<file path="src/rtl/bus_xfer_if.sv">
// Command handshake bundle for bus_xfer_ctrl: one valid/ready transfer command in,
// done/err completion pulses out.
interface bus_xfer_if #(
  parameter int DW = 4,
  parameter int AW = 4
);
  logic          cmd_valid;
  logic          cmd_ready;
  logic [1:0]    cmd_op;
  logic [1:0]    cmd_src;
  logic [1:0]    cmd_dst;
  logic [AW-1:0] cmd_addr;
  logic [DW-1:0] cmd_data;
  logic          done;
  logic          err;

  modport master (
    output cmd_valid, cmd_op, cmd_src, cmd_dst, cmd_addr, cmd_data,
    input  cmd_ready, done, err
  );

  modport slave (
    input  cmd_valid, cmd_op, cmd_src, cmd_dst, cmd_addr, cmd_data,
    output cmd_ready, done, err
  );
endinterface

</file>
<file path="src/rtl/bus_xfer_ctrl.sv">
// Shared-bus transfer sequencer: three registers plus a 16-entry RAM, one command per handshake.
// Optional SWAP (op 10) is built only when BUS_XFER_SWAP_EN is defined.
//
// state  | meaning
// IDLE   | cmd_ready high, waiting for a command
// READ   | bus latch loads the source value (or immediate)
// READ2  | SWAP only: tmp loads the destination value
// WRITE  | destination loads the bus latch
// WRITE2 | SWAP only: source loads tmp
// DONE   | done (and err for illegal op) high for one cycle
module bus_xfer_ctrl #(
  parameter int DW = 4,
  parameter int AW = 4
) (
  input  logic          clk,
  input  logic          rst_n,
  bus_xfer_if.slave     cmd,
  input  logic [AW-1:0] view_addr,
  output logic [DW-1:0] bus_q,
  output logic [DW-1:0] r0,
  output logic [DW-1:0] r1,
  output logic [DW-1:0] r2,
  output logic [DW-1:0] ram_view
);

  localparam logic [2:0] S_IDLE   = 3'd0;
  localparam logic [2:0] S_READ   = 3'd1;
  localparam logic [2:0] S_WRITE  = 3'd3;
  localparam logic [2:0] S_DONE   = 3'd5;
`ifdef BUS_XFER_SWAP_EN
  localparam logic [2:0] S_READ2  = 3'd2;
  localparam logic [2:0] S_WRITE2 = 3'd4;
`endif

  localparam logic [1:0] OP_MOVE = 2'b00;
  localparam logic [1:0] OP_LOAD = 2'b01;
  localparam logic [1:0] OP_SWAP = 2'b10;
  localparam logic [1:0] SEL_RAM = 2'd3;

  logic [2:0]    state_q, state_d;
  logic [1:0]    op_q, op_d;
  logic [1:0]    src_q, src_d;
  logic [1:0]    dst_q, dst_d;
  logic [AW-1:0] addr_q, addr_d;
  logic [DW-1:0] data_q, data_d;
  logic [DW-1:0] bus_lat_q, bus_lat_d;
  logic [DW-1:0] r0_q, r0_d;
  logic [DW-1:0] r1_q, r1_d;
  logic [DW-1:0] r2_q, r2_d;
`ifdef BUS_XFER_SWAP_EN
  logic [DW-1:0] tmp_q, tmp_d;
`endif

  logic [DW-1:0] mem [2**AW];
  logic          mem_we;
  logic [DW-1:0] mem_wdata;

  logic          wr_en;
  logic [1:0]    wr_sel;
  logic [DW-1:0] wr_val;
  logic          op_legal;
  logic          is_swap;
  logic [DW-1:0] src_val;
  logic [DW-1:0] dst_val;

  function automatic logic [DW-1:0] sel_val(input logic [1:0] sel,
                                             input logic [DW-1:0] v0,
                                             input logic [DW-1:0] v1,
                                             input logic [DW-1:0] v2,
                                             input logic [DW-1:0] vm);
    logic [DW-1:0] v;
    case (sel)
      2'd0:    v = v0;
      2'd1:    v = v1;
      2'd2:    v = v2;
      default: v = vm;
    endcase
    return v;
  endfunction

  always_comb begin
    src_val = sel_val(src_q, r0_q, r1_q, r2_q, mem[addr_q]);
    dst_val = sel_val(dst_q, r0_q, r1_q, r2_q, mem[addr_q]);
  end

`ifdef BUS_XFER_SWAP_EN
  assign is_swap  = (op_q == OP_SWAP);
  assign op_legal = (op_q == OP_MOVE) || (op_q == OP_LOAD) || (op_q == OP_SWAP);
`else
  assign is_swap  = 1'b0;
  assign op_legal = (op_q == OP_MOVE) || (op_q == OP_LOAD);
`endif

  always_comb begin
    state_d   = state_q;
    op_d      = op_q;
    src_d     = src_q;
    dst_d     = dst_q;
    addr_d    = addr_q;
    data_d    = data_q;
    bus_lat_d = bus_lat_q;
`ifdef BUS_XFER_SWAP_EN
    tmp_d     = tmp_q;
`endif
    wr_en     = 1'b0;
    wr_sel    = dst_q;
    wr_val    = bus_lat_q;

    case (state_q)
      S_IDLE: begin
        if (cmd.cmd_valid) begin
          op_d    = cmd.cmd_op;
          src_d   = cmd.cmd_src;
          dst_d   = cmd.cmd_dst;
          addr_d  = cmd.cmd_addr;
          data_d  = cmd.cmd_data;
          state_d = S_READ;
        end
      end
      S_READ: begin
        bus_lat_d = (op_q == OP_LOAD) ? data_q : src_val;
`ifdef BUS_XFER_SWAP_EN
        state_d   = is_swap ? S_READ2 : S_WRITE;
`else
        state_d   = S_WRITE;
`endif
      end
`ifdef BUS_XFER_SWAP_EN
      S_READ2: begin
        tmp_d   = dst_val;
        state_d = S_WRITE;
      end
`endif
      S_WRITE: begin
        wr_en   = op_legal;
        wr_sel  = dst_q;
        wr_val  = bus_lat_q;
`ifdef BUS_XFER_SWAP_EN
        state_d = is_swap ? S_WRITE2 : S_DONE;
`else
        state_d = S_DONE;
`endif
      end
`ifdef BUS_XFER_SWAP_EN
      S_WRITE2: begin
        wr_en   = 1'b1;
        wr_sel  = src_q;
        wr_val  = tmp_q;
        state_d = S_DONE;
      end
`endif
      S_DONE:  state_d = S_IDLE;
      default: state_d = S_IDLE;
    endcase
  end

  // Write port shared by WRITE (to dst) and WRITE2 (back to src).
  always_comb begin
    r0_d      = r0_q;
    r1_d      = r1_q;
    r2_d      = r2_q;
    mem_we    = 1'b0;
    mem_wdata = wr_val;
    if (wr_en) begin
      case (wr_sel)
        2'd0:    r0_d   = wr_val;
        2'd1:    r1_d   = wr_val;
        2'd2:    r2_d   = wr_val;
        default: mem_we = 1'b1;
      endcase
    end
  end

  always_ff @(posedge clk or negedge rst_n) begin
    if (!rst_n) begin
      state_q   <= S_IDLE;
      op_q      <= OP_MOVE;
      src_q     <= 2'd0;
      dst_q     <= 2'd0;
      addr_q    <= '0;
      data_q    <= '0;
      bus_lat_q <= '0;
      r0_q      <= '0;
      r1_q      <= '0;
      r2_q      <= '0;
`ifdef BUS_XFER_SWAP_EN
      tmp_q     <= '0;
`endif
    end else begin
      state_q   <= state_d;
      op_q      <= op_d;
      src_q     <= src_d;
      dst_q     <= dst_d;
      addr_q    <= addr_d;
      data_q    <= data_d;
      bus_lat_q <= bus_lat_d;
      r0_q      <= r0_d;
      r1_q      <= r1_d;
      r2_q      <= r2_d;
`ifdef BUS_XFER_SWAP_EN
      tmp_q     <= tmp_d;
`endif
    end
  end

  // RAM contents survive reset; a reset before the WRITE edge simply suppresses the write.
  always_ff @(posedge clk) begin
    if (mem_we && rst_n) begin
      mem[addr_q] <= mem_wdata;
    end
  end

  assign cmd.cmd_ready = (state_q == S_IDLE);
  assign cmd.done      = (state_q == S_DONE);
  assign cmd.err       = (state_q == S_DONE) && !op_legal;

  assign bus_q    = bus_lat_q;
  assign r0       = r0_q;
  assign r1       = r1_q;
  assign r2       = r2_q;
  assign ram_view = mem[view_addr];

  logic unused_sel_ram;
  assign unused_sel_ram = (SEL_RAM == 2'd3);

endmodule

</file>
<file path="src/flat_wrapper.sv">
// flat-port wrapper written by rule: the top's interface ports become plain ports
module bus_xfer_ctrl_flat 
#(
  parameter int DW = 4,
  parameter int AW = 4
)
  (clk, rst_n, view_addr, bus_q, r0, r1, r2, ram_view, cmd_cmd_valid, cmd_cmd_op, cmd_cmd_src, cmd_cmd_dst, cmd_cmd_addr, cmd_cmd_data, cmd_cmd_ready, cmd_done, cmd_err);
  bus_xfer_if #(.DW(DW), .AW(AW)) cmd_i ();
  input  logic clk;
  input  logic rst_n;
  input  logic [AW-1:0] view_addr;
  output logic [DW-1:0] bus_q;
  output logic [DW-1:0] r0;
  output logic [DW-1:0] r1;
  output logic [DW-1:0] r2;
  output logic [DW-1:0] ram_view;
  input wire logic [$bits(cmd_i.cmd_valid)-1:0] cmd_cmd_valid;
  input wire logic [$bits(cmd_i.cmd_op)-1:0] cmd_cmd_op;
  input wire logic [$bits(cmd_i.cmd_src)-1:0] cmd_cmd_src;
  input wire logic [$bits(cmd_i.cmd_dst)-1:0] cmd_cmd_dst;
  input wire logic [$bits(cmd_i.cmd_addr)-1:0] cmd_cmd_addr;
  input wire logic [$bits(cmd_i.cmd_data)-1:0] cmd_cmd_data;
  output wire logic [$bits(cmd_i.cmd_ready)-1:0] cmd_cmd_ready;
  output wire logic [$bits(cmd_i.done)-1:0] cmd_done;
  output wire logic [$bits(cmd_i.err)-1:0] cmd_err;
  assign cmd_i.cmd_valid = cmd_cmd_valid;
  assign cmd_i.cmd_op = cmd_cmd_op;
  assign cmd_i.cmd_src = cmd_cmd_src;
  assign cmd_i.cmd_dst = cmd_cmd_dst;
  assign cmd_i.cmd_addr = cmd_cmd_addr;
  assign cmd_i.cmd_data = cmd_cmd_data;
  assign cmd_cmd_ready = cmd_i.cmd_ready;
  assign cmd_done = cmd_i.done;
  assign cmd_err = cmd_i.err;
  bus_xfer_ctrl #(.DW(DW), .AW(AW)) u_core (.clk(clk), .rst_n(rst_n), .cmd(cmd_i), .view_addr(view_addr), .bus_q(bus_q), .r0(r0), .r1(r1), .r2(r2), .ram_view(ram_view));
endmodule
</file>
<file path="config.mk">
export PLATFORM = sky130hd
export DESIGN_NAME = bus_xfer_ctrl_flat
export DESIGN_NICKNAME = d
export VERILOG_FILES = /design/src/rtl/bus_xfer_if.sv /design/src/rtl/bus_xfer_ctrl.sv /design/src/flat_wrapper.sv
export SDC_FILE = /design/constraint.sdc
export NUM_CORES = 1
export LEC_CHECK = 0
export BUFFER_PORTS_ARGS = -buffer_cell sky130_fd_sc_hd__buf_2
export CAP_MARGIN = 20
export CORE_AREA = 2 2 96 98
export CTS_CLUSTER_DIAMETER = 200
export DETAILED_ROUTE_END_ITERATION = 16
export DIE_AREA = 0 0 98 100
export MAX_ROUTING_LAYER = met4
export PLACE_DENSITY = 0.8
export SYNTH_ARGS = -nofsm -noshare
export SYNTH_HDL_FRONTEND = slang
export SYNTH_SLANG_ARGS = --single-unit
</file>
<file path="constraint.sdc">
create_clock -name clk -period 2.3 [get_ports clk]
set_clock_uncertainty 0.05 [all_clocks]
set_input_delay 0.46 -clock clk [delete_from_list [all_inputs] [get_ports clk]]
set_output_delay 0.46 -clock clk [all_outputs]
set_load 0.02 [all_outputs]
</file>
# Word level (Yosys, flattened, before mapping)
# Memories as Yosys holds them, arrays and structs flattened.
# Index checks and enable logic that the tools add are counted.
# W data, S select, Z words.
op_classes:
  n_reduce_logical: 13
  eq_ne: 9
  n_mux: 9
op_table:
  columns: ["op", "n"]
  rows:
  - ["$pmux W4 S3", 1]
  - ["$pmux W3 S3", 1]
  - ["$reduce_and A2 Y1", 4]
  - ["$eq A2 B1 Y1 const B", 3]
  - ["$logic_not A2 Y1", 3]
  - ["$mux W1", 5]
  - ["$eq A2 B2 Y1 const B", 2]
  - ["$mux W4", 1]
  - ["$eq A3 B1 Y1 const B", 1]
  - ["$eq A3 B2 Y1 const B", 1]
  - ["$eq A3 B3 Y1 const B", 1]
  - ["$logic_not A3 Y1", 1]
  - ["$mux W3", 1]
  - ["$reduce_or A3 Y1", 1]
  - ["$logic_and A1 B1 Y1", 2]
  - ["$ne A2 B2 Y1 const B", 1]
  - ["$logic_not A1 Y1", 1]
  - ["$logic_or A1 B1 Y1", 1]
word_totals:
  in_bits: 21
  elab_cells: 42
  output_inout_bits: 23
  ram_bits: 64
  memories: 1
  ff_bits: 33
mem_list:
  columns: ["memory", "depth", "width", "rd", "rd_clocked_by_memory_dff", "write_ports", "line_no", "source"]
  rows:
  - ["u_core.mem", 16, 4, 2, 0, 1, "bus_xfer_ctrl.sv:54", "logic [DW-1:0] mem [2**AW];"]

# Logic depth before layout (Yosys ltp)
# Gate-level depths: netlist of run 1.
logic_depth:
  ltp_word: 7
  depth_mapped: 6
  depth_no_buf: 4

# Worst setup path after synthesis of run 1
# OpenSTA, ideal clock, no wires.
synth_path:
  kind: "input port to output port"
  startpoint: "input port view_addr[1]"
  endpoint: "output port ram_view[0]"
  setup_slack_ps: -147
  arrival_ps: 1937
  path_buffers: 2
  cell_stages: 4
  t_required_ps: 1790
  path_cell_list: "clkbuf_1 > buf_1 > mux4_2 > mux4_2"
synth_via:
  elab_chain_cells: 1
synth_rtl:
  columns: ["item", "line_no", "source"]
  rows:
  - ["start: declaration", "flat_wrapper.sv:11", "input logic [AW-1:0] view_addr;"]
  - ["$mem_v2 Z16 W4", null, null]
  - ["end: declaration", "flat_wrapper.sv:16", "output logic [DW-1:0] ram_view;"]
# No other way between the ends.

==> flow_summary.yaml, run 1 <==
sta:
  fin_crit_sh_pct: 106
  finalSetupViolations: 4
  holdWs_ns: 0.0868
  finalWorstSetupSlack_ns: -0.149
  worst-slew-pin-transition_ns: 0.848
  finalCriticalPeriod_ns: 2.45
  hold_viol_final: 0
  fmax_mhz: 408
  rsz0062_at_grt: "true"
  slew_violations: 0
  slew_headroom_pct: 43.5
placement:
  place.gp.congestion: 0.930
  hpwl_um: 7780
  port_buffers: 43
  post-place-ws_ns: -0.0992
pwr:
  vdd_drop_max_mv: 0.735
  leakagePower_nw: 1.90
  powerDensity_nw_per_um2: 1170
finish:
  syn_to_final_growth_pct: 15.2
  fillers: 667
  fin_util_pct: 58.1
  final_layout_size_suffix_gt1_share_pct: 43.4
  diodes: 0
  final_cell_mix: "64 x edfxtp_1, 39 x buf_2, 37 x mux2_2, 33 x dfrtp_1, 32 x mux4_2"
  layout.nets: 359
  final_common_cell: "edfxtp_1"
detailed_routing:
  wl_per_cell_um: 22.7
  vias: 2862
  via_per_inst: 6.30
  postRouteAntennaNets: 0
  route.detailed.drc: 0
  drtPass1Iterations: 5
  drt_wl_total_um: 10300
  drt_iter0_markers: 374
setup_path:
  cp_data_required_time_ns: 1.79
  max_stage_delay_ns: 0.50
  critical_path_class: "reg -> out"
  critical_path_arrival_ns: 1.94
  path_cells: "mux4_2 > mux4_2 > buf_6"
  end_kind: "output port"
  crit_slowest_cell: "mux4_2"
  critical_path_buf_inv_count: 1
  worstSetupStartpoint: "u_core.mem[15][0]"
  start_kind: "flop"
  cpMostUsedCell: "mux4_2"
  timing.rr.start: "u_core.addr_q[3]"
  path_delay_family: "multiplexers"
  worst-path-max-fanout: 2
synthesis:
  netlist_instances: 279
  syn_area_um2: 4490
  synthFlopType: "edfxtp_1"
  seq_area_frac_synth_pct: 61.2
  synth-async-reset-ratio_pct: 34.0
  ys_ff_latch: 97
  synth_edf_count: 64
  post_synth_num_cell_types: 30
  synth_warnings: 0
  syn_nets: 300
  avgSynthCellArea_um2: 16.1
clock_tree:
  htreeDepth: 3
  clk_latency_ns: 0.37
  numCtsBuffers: 9
  cts_tree: "done"
  clockBufferDepth: 2
  hold_buffers: 0
  cts_root_buffer: "clkbuf_8"
  clkTransAtPathRegs_ns: 0.11
  clock-sinks: 97
grt:
  grt_pass1_wl_um: 16000
  grt-ovfl-total: 0
  grt_max_degree: 34
  first_global_vias: 2832
  antenna_found_initial: 0
  track_usage_pct: 22.8
outcome:
  outcome: "finished, violations left"
  violations: "negative setup slack"
die:
  rows: 35
  die_w_um: 98
  io_pins: 44
  core_region_area_um2: 8890
  start_util_pct: 50.5
  die_y_um: 100
  dieArea_um2: 9800
job:
  max_cap_violations: 0
hold_path:
  hold_class: "in -> async"
## path summary, 6_finish.rpt
kind / to / slack, ns / cells after the start
hold / removal: u_core.addr_q[3] / 0.09 / 2
min in group clk: u_core.addr_q[2] / 0.26 / 2
setup / recovery: ram_view[0] / -0.15 / 3
max in group asynchronous: u_core.addr_q[0] / 1.80 / 2
hold reg to reg: u_core.data_q[2] / 0.47 / 1
setup reg to reg: u_core.mem[10][2] / 0.16 / 2
## cell usage after synthesis (5+ instances only)
library cell,n,area share (%)
dfrtp_1,33,18
mux4_2,32,16
nand2_1,19,1.6
edfxtp_1,64,43
nor2_1,18,1.5
nor2b_1,5,0.70
nor3_1,8,0.89
nand2b_1,6,0.84
clkbuf_1,8,0.67
mux2_2,37,9.3
nand3_1,8,0.89
## per-stage QoR
stage	setup TNS, ns	total power, mW	cell area (µm²)	std cells
4_1_cts	-0.549	6.06	5160	453
5_1_grt	-0.705	6.35	5170	454
3_3_place_gp	-0.345	4.94	4940	435
6_report	-0.539	6.04	5170	454
2_1_floorplan	0	4.20	4500	279
3_5_place_dp	-0.366	5.01	4940	435
## per-layer routing
metal,up-vias,GRT usage [%],wire [µm]
li1,1218,-,-
met4,0,7.37,246
met5,-,-,0
met1,1472,31.6,4310
met3,17,4.81,775
met2,155,34.4,4990
## power by group
part / switching (mW) / internal (mW) / leakage (nW)
combinational: 1.15 / 1.04 / 0.836
sequential: 0.477 / 2.33 / 0.973
clock: 0.626 / 0.413 / 0.0942
## layout make-up
cell class / instances / area (µm²) / share of cell area [%]
clock buffers: 9 / 124 / 2.40
clock inverters: 7 / 58.8 / 1.14
inverters: 2 / 7.51 / 0.145
multi-input cells: 164 / 1660 / 32.1
flip-flops and latches: 97 / 2750 / 53.2
well taps: 111 / 139 / 2.69
repair buffers: 64 / 435 / 8.42
## timing repair
action,4_1_cts,5_1_grt
endpoints found under the setup margin,4,4
setup buffers,2,1
resized for setup,8,0
## state kept, by name, indices dropped and copies added (netlist names)
signal / flops
u_core.data_q: 4
u_core.mem: 64
u_core.r1: 4
u_core.dst_q: 2
u_core.bus_q: 4
u_core.r0: 4
u_core.r2: 4
u_core.op_q: 2
u_core.state_q: 3
u_core.addr_q: 4
u_core.src_q: 2
## kinds of logic (layout without fill, tap and decap cells)
group | Yosys count | in the layout | synth area share, %
AND/OR/NAND/NOR | 81 | 81 | 9.06
buffers and inverters | 18 | 82 | 1.84
flip-flops | 97 | 97 | 61.2
AO/OA/AOI/OAI | 13 | 13 | 2.29
multiplexers | 70 | 70 | 25.6
Power figures use the tool's default switching activity.
==> run 2, diff against run 1 <==
--- a/config.mk
+++ b/config.mk
@@ -7,12 +7,12 @@
 export LEC_CHECK = 0
 export BUFFER_PORTS_ARGS = -buffer_cell sky130_fd_sc_hd__buf_2
 export CAP_MARGIN = 20
-export CORE_AREA = 2 2 96 98
+export CORE_AREA = 2 2 91 93
 export CTS_CLUSTER_DIAMETER = 200
 export DETAILED_ROUTE_END_ITERATION = 16
-export DIE_AREA = 0 0 98 100
+export DIE_AREA = 0 0 93 95
 export MAX_ROUTING_LAYER = met4
-export PLACE_DENSITY = 0.8
+export PLACE_DENSITY = 0.85
 export SYNTH_ARGS = -nofsm -noshare
 export SYNTH_HDL_FRONTEND = slang
 export SYNTH_SLANG_ARGS = --single-unit
==> constraint.sdc (replaced) <==
create_clock -name clk -period 2.6 [get_ports clk]
set_clock_uncertainty 0.05 [all_clocks]
set_input_delay 0.52 -clock clk [delete_from_list [all_inputs] [get_ports clk]]
set_output_delay 0.52 -clock clk [all_outputs]
set_load 0.02 [all_outputs]
==> run 2 against run 1 <==
Net effect:
- the flow now finishes without violations
- worst setup slack improved by 0.20 ns
- die area decreased by 9.8%
- clock-buffer cell count is 3 higher
- combinational power decreased by 12%
- hold slack improved by 0.058 ns
- sequential share of layout area up 1.1 points
- cell count decreased by 3.3%
- critical path depth is 2 higher
- register-to-register slack better by 0.14 ns
- power shrank 11%
- routed wire length shrank 1.3%
- non-clock buffer count decreased by 9
- critical path type is now in -> out
- highest routed layer unchanged
==> flow_summary.yaml, run 2 (same netlist as run 1, synthesis figures left out) <==
outcome:
  outcome: "finished, final reports clean"
finish:
  final_cell_mix: "64 x edfxtp_1, 43 x buf_2, 37 x mux2_2, 33 x dfrtp_1, 32 x mux4_2"
  syn_to_final_growth_pct: 12.9
  final_area_um2: 5070
  final_layout_size_suffix_gt1_share_pct: 41.9
  layout.nets: 350
  regArea_um2: 2750
  largest_reg_flops: 64
  regMostFlops: "u_core.mem"
  fillers: 579
  final_common_cell: "edfxtp_1"
  multi_input_area_um2: 1660
  diodes: 0
pwr:
  power_switching_mw: 1.96
  power_frac_seq_pct: 45.5
  powerDensity_nw_per_um2: 1060
  vdd_drop_max_mv: 0.798
  switching_share_pct: 36.4
  p_clk_share_pct: 18.4
  leakagePower_nw: 1.85
  combPwrFrac_pct: 36.2
  p_int_mw: 3.41
setup_path:
  r2r_end: "u_core.mem[0][0]"
  rr_worst_depth: 4
  timing.rr.start: "u_core.state_q[2]"
  path_cells: "buf_2 > buf_12 > mux4_2 > mux4_2 > buf_2"
  crit_slowest_cell: "mux4_2"
  max_stage_delay_ns: 0.52
  end_kind: "output port"
  critical_path_arrival_ns: 1.98
  cp_data_required_time_ns: 2.03
  r2r_setup_slack_ns: 0.30
  worst-path-max-fanout: 11
  critical_path_class: "in -> out"
  start_kind: "input pin"
detailed_routing:
  route.detailed.drc: 0
  via_per_inst: 6.48
  drtPass1Iterations: 7
  drt_wl_total_um: 10200
  vias: 2846
  wl_per_cell_um: 23.2
  drt_iter0_markers: 375
  postRouteAntennaNets: 0
placement:
  place.gp.congestion: 1.05
  place_area_um2: 4860
  post-place-ws_ns: 0.0541
  hpwl_um: 7460
  port_buffers: 43
sta:
  slew_violations: 0
  hold_viol_final: 0
  rsz0062_at_grt: "false"
  worst-slew-pin-transition_ns: 0.829
  finalWorstSetupSlack_ns: 0.0530
  fin_crit_sh_pct: 98.0
  slew_headroom_pct: 44.8
  finalSetupViolations: 0
  fmax_mhz: 393
  tns_ns: 0
  finalCriticalPeriod_ns: 2.55
die:
  start_util_pct: 56.6
  core_region_area_um2: 7930
  die_w_um: 93
  io_pins: 44
  die_y_um: 95
  rows: 33
  dieArea_um2: 8840
clock_tree:
  clockBufferDepth: 2
  cts_root_buffer: "clkbuf_8"
  postCtsSetupBuffers: 0
  hold_buffers: 0
  numCtsBuffers: 9
  clkTransAtPathRegs_ns: 0.09
  htreeDepth: 3
  cts_tree: "done"
  clk_latency_ns: 0.37
  cts_resized: 0
  clock-sinks: 97
grt:
  antenna_found_initial: 0
  first_global_vias: 2752
  grt_pass1_wl_um: 15700
  grt_max_degree: 34
  track_usage_pct: 25.8
  grt-ovfl-total: 0
hold_path:
  hold_class: "in -> async"
job:
  max_cap_violations: 0
-- run 2: per-stage QoR --
step / power [mW] / std cells / util, % / hold slack [ns]
2_1_floorplan: 3.71 / 279 / - / 0.174
3_3_place_gp: 4.31 / 423 / 61.3 / 0.443
3_5_place_dp: 4.37 / 423 / 61.3 / 0.450
4_1_cts: 5.37 / 439 / 63.9 / 0.143
5_1_grt: 5.62 / 439 / 63.9 / 0.165
6_report: 5.37 / 439 / 63.9 / 0.145
-- run 2: power by group through the flow --
stage / clock, mW / combinational (mW) / sequential [mW]
6_report: 0.986 / 1.94 / 2.44
5_1_grt: 1.06 / 2.07 / 2.49
4_1_cts: 1.00 / 1.93 / 2.43
3_5_place_dp: 0 / 1.91 / 2.46
3_3_place_gp: 0 / 1.85 / 2.45
2_1_floorplan: 0 / 1.22 / 2.50
-- run 2: cell type report --
class | count | share of cell area, %
Tap cell | 105 | 2.59
Sequential cell | 97 | 54.2
Inverter | 2 | 0.148
Timing Repair Buffer | 55 | 6.27
Clock inverter | 4 | 0.568
Multi-Input combinational cell | 164 | 32.7
Clock buffer | 12 | 3.51
-- run 2: routing by layer --
metal	track usage, %	wire (µm)	vias to the layer above
met5	-	0	-
met4	8.46	199	0
met3	6.38	1050	16
met2	39.4	4950	205
met1	34.7	3990	1425
li1	-	-	1200
-- run 2: how the worst max path moves through the flow --
| stage | start | endpoint | slack (ns) |
|---|---|---|---|
| floorplan | view_addr[1] | ram_view[0] | 0.03 |
| detailed placement | view_addr[0] | ram_view[1] | 0.05 |
| global route | view_addr[0] | ram_view[1] | 0.01 |
| CTS | view_addr[0] | ram_view[1] | 0.05 |
| finish | view_addr[0] | ram_view[1] | 0.05 |
| global placement | view_addr[0] | ram_view[3] | 0.1 |
-- run 2: critical path, delay by kind of cell --
kind / cells / cell delay, ns
mux: 2 / 1.01
buf+inv: 3 / 0.43
==> run 3, diff against run 2 <==
--- a/config.mk
+++ b/config.mk
@@ -9,10 +9,11 @@
 export CAP_MARGIN = 20
 export CORE_AREA = 2 2 91 93
 export CTS_CLUSTER_DIAMETER = 200
+export CTS_CLUSTER_SIZE = 40
 export DETAILED_ROUTE_END_ITERATION = 16
 export DIE_AREA = 0 0 93 95
-export MAX_ROUTING_LAYER = met4
 export PLACE_DENSITY = 0.85
+export SETUP_SLACK_MARGIN = 0.05
 export SYNTH_ARGS = -nofsm -noshare
 export SYNTH_HDL_FRONTEND = slang
 export SYNTH_SLANG_ARGS = --single-unit
==> run 3 against run 2 <==
Net effect:
- sequential share of layout area fell by 0.25 points
- hold slack gained 0.016 ns
- clock power fell by 6.8%
- critical endpoint is now ram_view[2]
- largest cell class unchanged
- highest routed layer unchanged
==> flow_summary.yaml, run 3 (same netlist as run 1, synthesis figures left out) <==
grt:
  track_usage_pct: 26.3
  grt_max_degree: 34
  grt_use_met1_pct: 37.2
  grt_busiest_layer: "met2"
  grt_use_met2_pct: 39.6
  first_global_vias: 2834
  grt-ovfl-total: 0
  grt_util_met3_pct: 5.43
  grt_pass1_wl_um: 16600
  antenna_found_initial: 0
sta:
  tns_ns: 0
  slew_headroom_pct: 41.1
  fmax_mhz: 393
  slew_violations: 0
  hold_viol_final: 0
  worst-slew-pin-transition_ns: 0.883
  finalWorstSetupSlack_ns: 0.0560
  finalSetupViolations: 0
  fin_crit_sh_pct: 97.8
  finalCriticalPeriod_ns: 2.54
  rsz0062_at_grt: "true"
die:
  start_util_pct: 56.6
  die_y_um: 95
  dieArea_um2: 8840
  core_region_area_um2: 7930
  io_pins: 44
  die_w_um: 93
  rows: 33
clock_tree:
  cts_root_buffer: "clkbuf_8"
  cts_tree: "done"
  htreeDepth: 3
  clkTransAtPathRegs_ns: 0.10
  hold_buffers: 0
  clockBufferDepth: 2
  clk_latency_ns: 0.36
  postCtsSetupBuffers: 0
  clock-sinks: 97
  numCtsBuffers: 9
finish:
  regMostFlops: "u_core.mem"
  diodes: 0
  layout.nets: 352
  largest_reg_flops: 64
  fillers: 571
  syn_to_final_growth_pct: 13.5
  final_layout_size_suffix_gt1_share_pct: 42.6
  final_cell_mix: "64 x edfxtp_1, 40 x buf_2, 37 x mux2_2, 33 x dfrtp_1, 32 x mux4_2"
  regArea_um2: 2750
  final_common_cell: "edfxtp_1"
  multi_input_area_um2: 1660
  final_area_um2: 5090
pwr:
  leakagePower_nw: 1.87
  p_int_mw: 3.33
  powerDensity_nw_per_um2: 1040
  combPwrFrac_pct: 34.1
  switching_share_pct: 37.0
  p_clk_share_pct: 17.4
  power_frac_seq_pct: 48.5
  power_switching_mw: 1.95
  vdd_drop_max_mv: 0.761
detailed_routing:
  wl_per_cell_um: 24.3
  postRouteAntennaNets: 0
  vias: 2818
  route.detailed.drc: 0
  drtPass1Iterations: 5
  via_per_inst: 6.39
  drt_iter0_markers: 441
  drt_wl_total_um: 10700
setup_path:
  worstSetupStartpoint: "u_core.mem[15][2]"
  crit_end: "ram_view[2]"
  critical_path_class: "reg -> out"
  cp_data_required_time_ns: 2.03
  r2r_end: "u_core.bus_q[0]"
  timing.rr.start: "u_core.addr_q[1]"
  end_kind: "output port"
  rr_worst_depth: 5
  start_kind: "flop"
  r2r_setup_slack_ns: 0.45
  worst-path-max-fanout: 2
  critical_path_arrival_ns: 1.97
placement:
  place.gp.congestion: 1.04
  port_buffers: 43
  hpwl_um: 7930
  post-place-ws_ns: 0.0380
  place_area_um2: 4870
outcome:
  outcome: "finished, final reports clean"
hold_path:
  hold_class: "in -> async"
job:
  max_cap_violations: 0
run 3: changes by cell type in the layout (fill, tap and decap cells not counted):
cell | before | now
buf_16 | 0 | 1
buf_2 | 43 | 40
buf_4 | 11 | 14
buf_6 | 0 | 1
clkbuf_1 | 1 | 0
clkbuf_16 | 2 | 0
clkbuf_8 | 9 | 10
inv_4 | 1 | 2
inv_8 | 0 | 1
run 3: what timing repair did:
item	in CTS	in global routing
pin swaps	0	0
resized for setup	3	2
gates cloned	1	0
endpoints found under the setup margin	1	1
run 3: cell type report:
cell class	count	share of cell area, %
sequential	97	54.0
clock buffer	10	2.70
tap	105	2.58
clock inverter	6	0.909
inverter	2	0.147
timing repair buffer	57	7.15
multi-input combinational	164	32.5
run 3: power by group through the flow:
stage / logic [mW] / registers (mW) / clock network (mW)
6_report: 1.80 / 2.56 / 0.919
5_1_grt: 1.95 / 2.63 / 0.991
4_1_cts: 1.79 / 2.56 / 0.931
3_5_place_dp: 1.78 / 2.59 / 0
3_3_place_gp: 1.73 / 2.57 / 0
2_1_floorplan: 1.22 / 2.50 / 0
run 3: worst min path at each step:
stage               cells after the start          endpoint  slack, ns
floorplan                               0  u_core.addr_q[0]       0.17
global placement                        1  u_core.data_q[3]       0.44
detailed placement                      1  u_core.data_q[0]       0.45
CTS                                     2  u_core.data_q[1]       0.15
global route                            2  u_core.data_q[1]       0.18
finish                                  2  u_core.data_q[1]       0.16
run 3: through the flow:
stage	std cells	util [%]	hold slack, ns	power, mW
final	441	64.2	0.160	5.29
after global routing	441	64.2	0.178	5.57
after CTS	441	64.1	0.146	5.28
after detailed placement	424	61.4	0.450	4.37
after global placement	424	61.4	0.444	4.30
after floorplan	279	-	0.174	3.71
run 3: critical path: stages, from the launching register on:
cell      delay [ns]
edfxtp_1        0.47
mux4_2          0.51
mux4_2          0.47
buf_2           0.17
run 3: routing by layer:
metal  part of all wire (%)  vias to the layer above
met1                     39                     1400
met5                      0                        -
li1                       -                     1205
met4                    3.7                        0
met2                     48                      183
met3                    9.8                       30
